## src/rtl/truth_table_sequencer_pkg.sv

```systemverilog
// Shared definitions for the truth-table sweep sequencer: FSM encoding, vector sizing and
// the default expected table for Z = A&B | B&C.
package truth_pkg;

  localparam int unsigned VEC_W = 3;
  localparam int unsigned NVEC  = 8;

  // Bit i is Z for {A,B,C} = i; vectors 3, 6 and 7 drive Z high.
  localparam logic [NVEC-1:0] EXPECTED_DEFAULT = 8'hC8;

  typedef enum logic [1:0] {
    S_IDLE   = 2'd0,
    S_APPLY  = 2'd1,
    S_REPORT = 2'd2
  } state_e;

endpackage

```

## src/rtl/truth_table_sequencer_if.sv

```systemverilog
// Host/datapath-facing signal bundle for the sweep sequencer.
// The slave modport is the sequencer view; master is the host + datapath view.
interface truth_table_sequencer_if;
  import truth_pkg::*;

  logic             start;
  logic             z;
  logic             a;
  logic             b;
  logic             c;
  logic             busy;
  logic             done;
  logic [NVEC-1:0]  tbl;
  logic             pass;
  logic [3:0]       fail_cnt;
  logic [VEC_W-1:0] first_fail;

  modport master (
    output start, z,
    input  a, b, c, busy, done, tbl, pass, fail_cnt, first_fail
  );

  modport slave (
    input  start, z,
    output a, b, c, busy, done, tbl, pass, fail_cnt, first_fail
  );

endinterface

```

## src/rtl/truth_table_sequencer_hold_timer.sv

```systemverilog
// 4-bit load/up/down counter flagging the last cycle of a HOLD-cycle window.
// Counting up it runs 0..HOLD-1; counting down it runs HOLD-1..0.
module hold_timer #(
  parameter int unsigned HOLD = 4
) (
  input  logic i_clk,
  input  logic i_rst_n,
  input  logic i_load,
  input  logic i_en,
  input  logic i_down,
  output logic o_tc
);

  localparam logic [3:0] LastCnt = 4'(HOLD - 1);

  logic [3:0] r_cnt;

  always_ff @(posedge i_clk or negedge i_rst_n) begin
    if (!i_rst_n) begin
      r_cnt <= 4'd0;
    end else if (i_load) begin
      r_cnt <= i_down ? LastCnt : 4'd0;
    end else if (i_en) begin
      r_cnt <= i_down ? (r_cnt - 4'd1) : (r_cnt + 4'd1);
    end
  end

  always_comb begin
    o_tc = i_down ? (r_cnt == 4'd0) : (r_cnt == LastCnt);
  end

endmodule

```

## src/rtl/truth_table_sequencer.sv

```systemverilog
// Clocked sweep of all eight {A,B,C} vectors through an external gate datapath, capturing Z
// into an 8-bit truth table and comparing it against EXPECTED.
module truth_table_sequencer
  import truth_pkg::*;
#(
  parameter int unsigned     HOLD     = 4,
  parameter logic [NVEC-1:0] EXPECTED = EXPECTED_DEFAULT
) (
  input  logic             i_clk,
  input  logic             i_rst_n,
  truth_table_sequencer_if.slave io_bus
);

  state_e           r_state;
  state_e           w_state_next;
  logic [VEC_W-1:0] r_idx;
  logic [NVEC-1:0]  r_tbl;
  logic [NVEC-1:0]  w_tbl_cap;
  logic [3:0]       r_fail_cnt;
  logic [VEC_W-1:0] r_first_fail;
  logic             r_pass;
  logic             w_tc;
  logic             w_start_sweep;
  logic             w_capture;
  logic             w_last;
  logic             w_mismatch;
  logic             w_busy;
  logic             w_done;

  assign w_start_sweep = (r_state == S_IDLE) && io_bus.start;
  assign w_capture     = (r_state == S_APPLY) && w_tc;
  assign w_last        = w_capture && (r_idx == 3'd7);
  assign w_mismatch    = (io_bus.z != EXPECTED[r_idx]);

  // Reloaded at sweep start and after every capture so each vector gets a full window.
  hold_timer #(
    .HOLD (HOLD)
  ) u_hold_timer (
    .i_clk   (i_clk),
    .i_rst_n (i_rst_n),
    .i_load  (w_start_sweep || w_capture),
    .i_en    (r_state == S_APPLY),
    .i_down  (1'b0),
    .o_tc    (w_tc)
  );

  always_ff @(posedge i_clk or negedge i_rst_n) begin
    if (!i_rst_n) begin
      r_state <= S_IDLE;
    end else begin
      r_state <= w_state_next;
    end
  end

  always_comb begin
    w_state_next = r_state;
    unique case (r_state)
      S_IDLE:   if (io_bus.start) w_state_next = S_APPLY;
      S_APPLY:  if (w_last) w_state_next = S_REPORT;
      S_REPORT: w_state_next = S_IDLE;
      default:  w_state_next = S_IDLE;
    endcase
  end

  always_comb begin
    w_busy = 1'b0;
    w_done = 1'b0;
    unique case (r_state)
      S_APPLY:  w_busy = 1'b1;
      S_REPORT: w_done = 1'b1;
      default:  ;
    endcase
  end

  always_comb begin
    w_tbl_cap        = r_tbl;
    w_tbl_cap[r_idx] = io_bus.z;
  end

  always_ff @(posedge i_clk or negedge i_rst_n) begin
    if (!i_rst_n) begin
      r_idx        <= '0;
      r_tbl        <= '0;
      r_fail_cnt   <= 4'd0;
      r_first_fail <= '0;
      r_pass       <= 1'b0;
    end else if (w_start_sweep) begin
      r_idx        <= '0;
      r_tbl        <= '0;
      r_fail_cnt   <= 4'd0;
      r_first_fail <= '0;
      r_pass       <= 1'b0;
    end else if (w_capture) begin
      r_tbl <= w_tbl_cap;
      if (w_mismatch) begin
        r_fail_cnt <= r_fail_cnt + 4'd1;
        if (r_fail_cnt == 4'd0) begin
          r_first_fail <= r_idx;
        end
      end
      // Index returns to 0 on the final capture so A/B/C are idle-low during REPORT.
      if (r_idx == 3'd7) begin
        r_idx  <= '0;
        r_pass <= (w_tbl_cap == EXPECTED);
      end else begin
        r_idx <= r_idx + 3'd1;
      end
    end
  end

  assign io_bus.a          = r_idx[2];
  assign io_bus.b          = r_idx[1];
  assign io_bus.c          = r_idx[0];
  assign io_bus.busy       = w_busy;
  assign io_bus.done       = w_done;
  assign io_bus.tbl        = r_tbl;
  assign io_bus.pass       = r_pass;
  assign io_bus.fail_cnt   = r_fail_cnt;
  assign io_bus.first_fail = r_first_fail;

endmodule

```

## src/flat_wrapper.sv

```systemverilog
// flat-port wrapper written by rule: the top's interface ports become plain ports
module truth_table_sequencer_flat import truth_pkg::*;
#(
  parameter int unsigned     HOLD     = 4,
  parameter logic [NVEC-1:0] EXPECTED = EXPECTED_DEFAULT
)
  (i_clk, i_rst_n, io_bus_start, io_bus_z, io_bus_a, io_bus_b, io_bus_c, io_bus_busy, io_bus_done, io_bus_tbl, io_bus_pass, io_bus_fail_cnt, io_bus_first_fail);
  truth_table_sequencer_if io_bus_i ();
  input  logic i_clk;
  input  logic i_rst_n;
  input wire logic [$bits(io_bus_i.start)-1:0] io_bus_start;
  input wire logic [$bits(io_bus_i.z)-1:0] io_bus_z;
  output wire logic [$bits(io_bus_i.a)-1:0] io_bus_a;
  output wire logic [$bits(io_bus_i.b)-1:0] io_bus_b;
  output wire logic [$bits(io_bus_i.c)-1:0] io_bus_c;
  output wire logic [$bits(io_bus_i.busy)-1:0] io_bus_busy;
  output wire logic [$bits(io_bus_i.done)-1:0] io_bus_done;
  output wire logic [$bits(io_bus_i.tbl)-1:0] io_bus_tbl;
  output wire logic [$bits(io_bus_i.pass)-1:0] io_bus_pass;
  output wire logic [$bits(io_bus_i.fail_cnt)-1:0] io_bus_fail_cnt;
  output wire logic [$bits(io_bus_i.first_fail)-1:0] io_bus_first_fail;
  assign io_bus_i.start = io_bus_start;
  assign io_bus_i.z = io_bus_z;
  assign io_bus_a = io_bus_i.a;
  assign io_bus_b = io_bus_i.b;
  assign io_bus_c = io_bus_i.c;
  assign io_bus_busy = io_bus_i.busy;
  assign io_bus_done = io_bus_i.done;
  assign io_bus_tbl = io_bus_i.tbl;
  assign io_bus_pass = io_bus_i.pass;
  assign io_bus_fail_cnt = io_bus_i.fail_cnt;
  assign io_bus_first_fail = io_bus_i.first_fail;
  truth_table_sequencer #(.HOLD(HOLD), .EXPECTED(EXPECTED)) u_core (.i_clk(i_clk), .i_rst_n(i_rst_n), .io_bus(io_bus_i));
endmodule
```

## config.mk

```make
export PLATFORM = sky130hd
export DESIGN_NAME = truth_table_sequencer_flat
export DESIGN_NICKNAME = d
export VERILOG_FILES = /design/src/rtl/truth_table_sequencer_pkg.sv /design/src/rtl/truth_table_sequencer_if.sv /design/src/rtl/truth_table_sequencer_hold_timer.sv /design/src/rtl/truth_table_sequencer.sv /design/src/flat_wrapper.sv
export SDC_FILE = /design/constraint.sdc
export NUM_CORES = 1
export LEC_CHECK = 0
export ABC_AREA = 0
export CORE_MARGIN = 2
export CORE_UTILIZATION = 40
export DETAILED_ROUTE_END_ITERATION = 6
export PLACE_DENSITY = 0.63
export SYNTH_ARGS = -nofsm -noshare
export SYNTH_HDL_FRONTEND = slang
export SYNTH_SLANG_ARGS = --single-unit
```

## constraint.sdc

```tcl
create_clock -name i_clk -period 3 [get_ports i_clk]
set_clock_uncertainty 0.2 [all_clocks]
set_input_delay 0.3 -clock i_clk [delete_from_list [all_inputs] [get_ports i_clk]]
set_output_delay 0.3 -clock i_clk [all_outputs]
set_load 0.005 [all_outputs]
```

; After elaboration in Yosys (flattened, before gate mapping)
; Memory sizes are Yosys's and may differ from the RTL's.
; Cells that the tools add are included.
[totals]
mem_count = 1
elab_cells = 63
mem_bits_ro = 8
inputBits = 4
output_inout_bits = 21
register_bits = 25
[op_classes]
n_mux = 26
n_eq_ne = 8
magnitude_cmp = 2
n_addsub = 3
n_reduce_logical = 16
[mem_list]
columns = name, depth, width, rd, rd_ports_with_merged_regs, wr, line
row1 = (no name shown), 8, 1, 1, 0, 0, truth_table_sequencer.sv:33  ; assign w_mismatch = (io_bus.z != EXPECTED[r_idx]);
[ops]
columns = operator, n
row1 = $mux W3, 7
row2 = $mux W4, 5
row3 = $mux W8, 2
row4 = $reduce_bool A2 Y1, 5
row5 = $add A4 B1 Y4 const B, 2
row6 = $bwmux W8, 1
row7 = $eq A8 B8 Y1 const B, 1
row8 = $mux W1, 7
row9 = $reduce_and A2 Y1, 3
row10 = $eq A4 B2 Y1 const B, 1
row11 = $logic_and A1 B1 Y1, 4
row12 = $logic_not A4 Y1, 1
row13 = $lt A3 B4 Y1 const B, 1
row14 = $mux W2, 2
row15 = $pmux W2 S2, 1
row16 = $add A3 B1 Y3 const B, 1
row17 = $demux W1 S3, 1
row18 = $eq A3 B3 Y1 const B, 1
row19 = $ge A3 B1 Y1 const B, 1
row20 = $reduce_and A3 Y1, 1
row21 = $eq A2 B1 Y1 const B, 1
row22 = $eq A2 B2 Y1 const B, 1
row23 = $logic_not A2 Y1, 1
row24 = $ne A2 B1 Y1 const B, 1
row25 = 3 further kinds, 3

; Logic depth before layout (Yosys ltp)
[depth]
word_depth = 9
depth_mapped = 7
mapped_depth_nobuf = 6

; Modules after synthesis
; Synthesis repeated with hierarchy kept, for this count alone.
[hier_totals]
hier_cells = 167
area_unflattened_um2 = 1524.0
[by_module_without_submodules]
columns = mod, n_inst, cells_per_inst, seq_area_each_um2, area_per_inst_um2
row1 = truth_table_sequencer, 1, 134, 525.5, 1242.4
row2 = hold_timer, 1, 33, 100.1, 281.5

; Worst setup path before layout
; No wires, ideal clock.
[synth_path]
path_type = register -> register
start = register u_core.r_idx[0]
end = register u_core.r_first_fail[0], in the netlist u_core.io_bus.first_fail[0]
slack_ns = 1.149
arrival_time_ns = 1.572
path_stages_with_launch = 7
setup_ns = 0.079
path_buffers = 0
required_time_ns = 2.721
path_cell_list = dfrtp_1 -> ha_1 -> mux2i_1 -> xnor2_1 -> a21oi_2 -> nor4b_4 -> mux2i_1
[synth_via]
elab_chain_len = 5
[synth_lines]
columns = element, line
row1 = from (decl), truth_table_sequencer.sv:16  ; logic [VEC_W-1:0] r_idx;
row2 = from (signal assigned), truth_table_sequencer.sv:106  ; r_idx <= r_idx + 3'd1;
row3 = $mem_v2 Z8 W1, --
row4 = $mux W1 (not written as such), truth_table_sequencer.sv:33
row5 = $ne A1 B1 Y1, truth_table_sequencer.sv:33
row6 = $reduce_bool A2 Y1 (no source line), --
row7 = $reduce_and A3 Y1 (no source line), --
row8 = to (signal assigned), truth_table_sequencer.sv:98  ; r_first_fail <= r_idx;
row9 = to (decl), truth_table_sequencer.sv:20  ; logic [VEC_W-1:0] r_first_fail;
; Parallel ways exist; a longest one is shown, timed or not. The select of a mux whose other input is x is not followed.
; A chain may end at the register's enable or synchronous reset.

; Final worst setup path
[layout_path]
start = register u_core.r_idx[1]
end = register u_core.r_first_fail[1], in the netlist u_core.io_bus.first_fail[1]
; Same word-level chain as after synthesis.

==> results.json <==
{
  "hp-class": "in2async",
  "cp-end-kind": "flop",
  "ys_warn_count": 0,
  "required_ps": 3060,
  "dp_hpwl_um": 2495,
  "worstPathArrival_ps": 2480,
  "num_antenna_cells": 0,
  "synth.area.top_cells": "dfrtp_1 (44%), o21ai_1 (8.4%), ha_1 (4.4%), nand2_1 (3.9%), a21oi_1 (2.8%)",
  "swShare_pct": 41.96,
  "rows": 21,
  "cpMostUsedCell": "mux2i_1",
  "post-route-period-util_pct": 80.64,
  "port_buffers": 24,
  "status": "completed",
  "final-hold-violation-count": 0,
  "cts.sinks": 25,
  "avgSynthCellArea_um2": 9.083,
  "die_x_um": 63.90,
  "antenna_left": 0,
  "place_area_um2": 1722,
  "fin_area_um2": 1749,
  "wl_per_cell_um": 15.31,
  "final.setup.tns_ps": 0,
  "areaGrowthSynthToFinish_pct": 21.88,
  "synth-seq-cells": 25,
  "seqCellArea_um2": 625.6,
  "path_cells": "ha_1, mux2i_1, xnor2_1, a21oi_2, nor4b_4, mux2i_1",
  "nNetsFinal": 191,
  "htree_levels": 1,
  "slowest_stage": "dfrtp_1",
  "reg2reg_to": "u_core.io_bus.first_fail[1]$_DFFE_PN0P_",
  "drive_above_1_share_pct": 5.525,
  "worstMarginPinSlew_ps": 651.2,
  "core_um2": 3390,
  "period_minus_slack_ps": 2419,
  "path_clk_slew_ps": 140,
  "viasPerCell": 5.626,
  "pwr-share-seq_pct": 39.8,
  "slowest_delay_ps": 700,
  "maxSlewHeadroom_pct": 56.43,
  "synth_top_area_share_pct": 43.59,
  "antenna_found_initial": 0,
  "numCtsBuffers": 3,
  "ys.flop_type": "dfrtp_1",
  "start_util_pct": 42.34,
  "fillCellCount": 315,
  "synth_edf_count": 0,
  "grt_pass1_wl_um": 5733,
  "ioPinCount": 25,
  "grt_start_max_net_pins": 26,
  "power_density_nw_per_um2": 899.1,
  "yosysSeqAreaShare_pct": 43.59,
  "power.total_mw": 1.573,
  "clock_latency_ps": 330,
  "p_switching_mw": 0.6599,
  "rrSetupSlack_ps": 580,
  "p_int_mw": 0.9128,
  "crit_type": "reg2reg",
  "die_area_um2": 4083,
  "ir_drop_mv": 0.2974,
  "clock_path_buffers": 2,
  "finalSetupViolations": 0,
  "rr_worst_depth": 6,
  "netlist_instances": 158,
  "syn_area_um2": 1435,
  "overflow": 0,
  "cts_resized": 0,
  "p_clk_share_pct": 9.8,
  "dieHeight_um": 63.90,
  "slew_violations": 0,
  "cts-hold-fix-buffers": 0,
  "rsz0062_at_grt": "false",
  "drt_iter0_markers": 139,
  "timing.max_cap.violations": 0,
  "timing.fmax_ghz": 0.4134,
  "drtPass1Iterations": 4,
  "post-route-drc-count": 0,
  "cts_tree": "built",
  "cp_max_fo": 19,
  "grt_pass1_vias": 1254,
  "power.share.combinational_pct": 50.4,
  "vias": 1277,
  "yosysUniqueCellTypes": 39,
  "cts-root-buf": "clkbuf_4",
  "yosysTopAreaCell": "dfrtp_1",
  "gp_congestion": 0.8206,
  "r2r-start": "u_core.r_idx[1]$_DFFE_PN0P_",
  "postCtsSetupBuffers": 0,
  "synthArstFlopShare_pct": 100.0,
  "cellLeakagePower_nw": 0.7211,
  "multi_input_area_um2": 753.2,
  "grt_usage_pct": 17.92,
  "start_kind": "flop",
  "wl_um": 3475,
  "synth_nets": 167
}
==> flip-flops by register name, indices dropped and copies added, names as in the netlist <==
signal                     cells
u_core.io_bus.first_fail       3
u_core.io_bus.fail_cnt         4
u_core.u_hold_timer.r_cnt      4
u_core.io_bus.tbl              8
u_core.r_idx                   3
u_core.io_bus.pass             1
u_core.r_state                 2
==> cells by family (layout without fill, tap and decap cells) <==
logic type                 Yosys count  count (layout)  share of synthesized area [%]
xor gates and xnor gates             2               2                          1.221
and+or+nand+nor                     55              55                          22.23
adders and majority gates            5               5                          4.359
AOI/OAI and AO/OA                   53              53                          21.88
buffers and inverters               14              37                          3.923
DFF                                 25              25                          43.59
muxes                                4               4                          2.790
==> cell usage after synthesis (3+ instances only) <==
cell	n
dfrtp_1	25
o21ai_1	24
nand2_1	15
a21oi_1	8
inv_1	6
nand3_1	6
nor2_1	6
clkbuf_1	5
ha_1	5
mux2i_1	4
nand2b_1	4
nor2b_1	4
o21ai_0	4
buf_2	3
nor3_1	3
nor3b_1	3
or3_1	3
==> metrics by stage <==
| stage | setup WS, ps | utilization, % | hold slack [ps] | std cells |
|---|---|---|---|---|
| 2_1_floorplan | 1149 | - | -195.6 | 158 |
| 3_3_place_gp | 772.6 | 50.79 | 296.3 | 223 |
| 3_5_place_dp | 657.5 | 50.79 | 308.8 | 223 |
| 4_1_cts | 615.6 | 51.61 | 126.8 | 227 |
| 5_1_grt | 343.7 | 51.61 | 139.2 | 227 |
| 6_report | 580.8 | 51.61 | 119.1 | 227 |
==> how the worst max path moves through the flow <==
| stage | startpoint | endpoint | slack (ps) | depth (start not counted) |
|---|---|---|---|---|
| global route | u_core.r_idx[1]$_DFFE_PN0P_ | u_core.io_bus.first_fail[1]$_DFFE_PN0P_ | 340 | 6 |
| detailed placement | u_core.r_idx[1]$_DFFE_PN0P_ | u_core.io_bus.first_fail[1]$_DFFE_PN0P_ | 660 | 6 |
| floorplan | u_core.r_idx[0]$_DFFE_PN0P_ | u_core.io_bus.first_fail[0]$_DFFE_PN0P_ | 1150 | 6 |
| finish | u_core.r_idx[1]$_DFFE_PN0P_ | u_core.io_bus.first_fail[1]$_DFFE_PN0P_ | 580 | 6 |
| global placement | u_core.r_idx[1]$_DFFE_PN0P_ | u_core.io_bus.first_fail[1]$_DFFE_PN0P_ | 770 | 6 |
| CTS | u_core.r_idx[1]$_DFFE_PN0P_ | u_core.io_bus.first_fail[1]$_DFFE_PN0P_ | 620 | 6 |
==> cell type report <==
| cell class | instances | share of cell area, % |
|---|---|---|
| clock buffer | 3 | 1.288 |
| clock inverter | 1 | 0.2861 |
| inverter | 6 | 1.288 |
| multi-input combinational | 119 | 43.06 |
| sequential | 25 | 35.77 |
| tap | 46 | 3.290 |
| timing repair buffer | 27 | 15.02 |
==> routing by layer <==
metal	up-vias	global-route usage, %	share of wire [%]
met3	4	2.113	4.6
met4	0	6.250	1.0
met1	618	24.32	45
met2	43	29.56	49
met5	-	0	0
li1	612	-	-
==> critical path, delay by kind of cell, from the launching register on <==
family,cells,cell delay [ps]
XOR/XNOR,1,330
multiplexers,2,340
adder cells (fa/ha/maj),1,270
AND/OR/NAND/NOR,1,340
AO/OA/AOI/OAI,1,160
flip-flops,1,700
==> placed cells by master, fill, tap and decap left out, types with 2 or more instances in the layout <==
cell	n
nand3_1	6
o21ai_1	24
xnor2_1	2
buf_4	3
nand2b_1	4
a21o_1	2
nand3b_1	2
a31oi_1	2
or3_1	3
nor3b_1	3
o21ai_0	4
o31ai_1	2
dfrtp_1	25
inv_1	6
ha_1	5
nand2_1	15
clkbuf_4	3
nor3_1	3
o21a_1	2
nor2b_1	4
and2_1	2
a21oi_1	8
clkdlybuf4s50_1	24
mux2i_1	4
and4b_1	2
nor2_1	6
==> power groups by stage <==
| stage | Sequential [mW] | Combinational, mW | Clock (mW) |
|---|---|---|---|
| global route | 0.654 | 0.880 | 0.171 |
| CTS | 0.625 | 0.793 | 0.157 |
| finish | 0.626 | 0.793 | 0.153 |
| global placement | 0.624 | 0.767 | 0 |
| detailed placement | 0.633 | 0.788 | 0 |
| floorplan | 0.583 | 0.495 | 0 |
(Power assumes the default switching activity.)
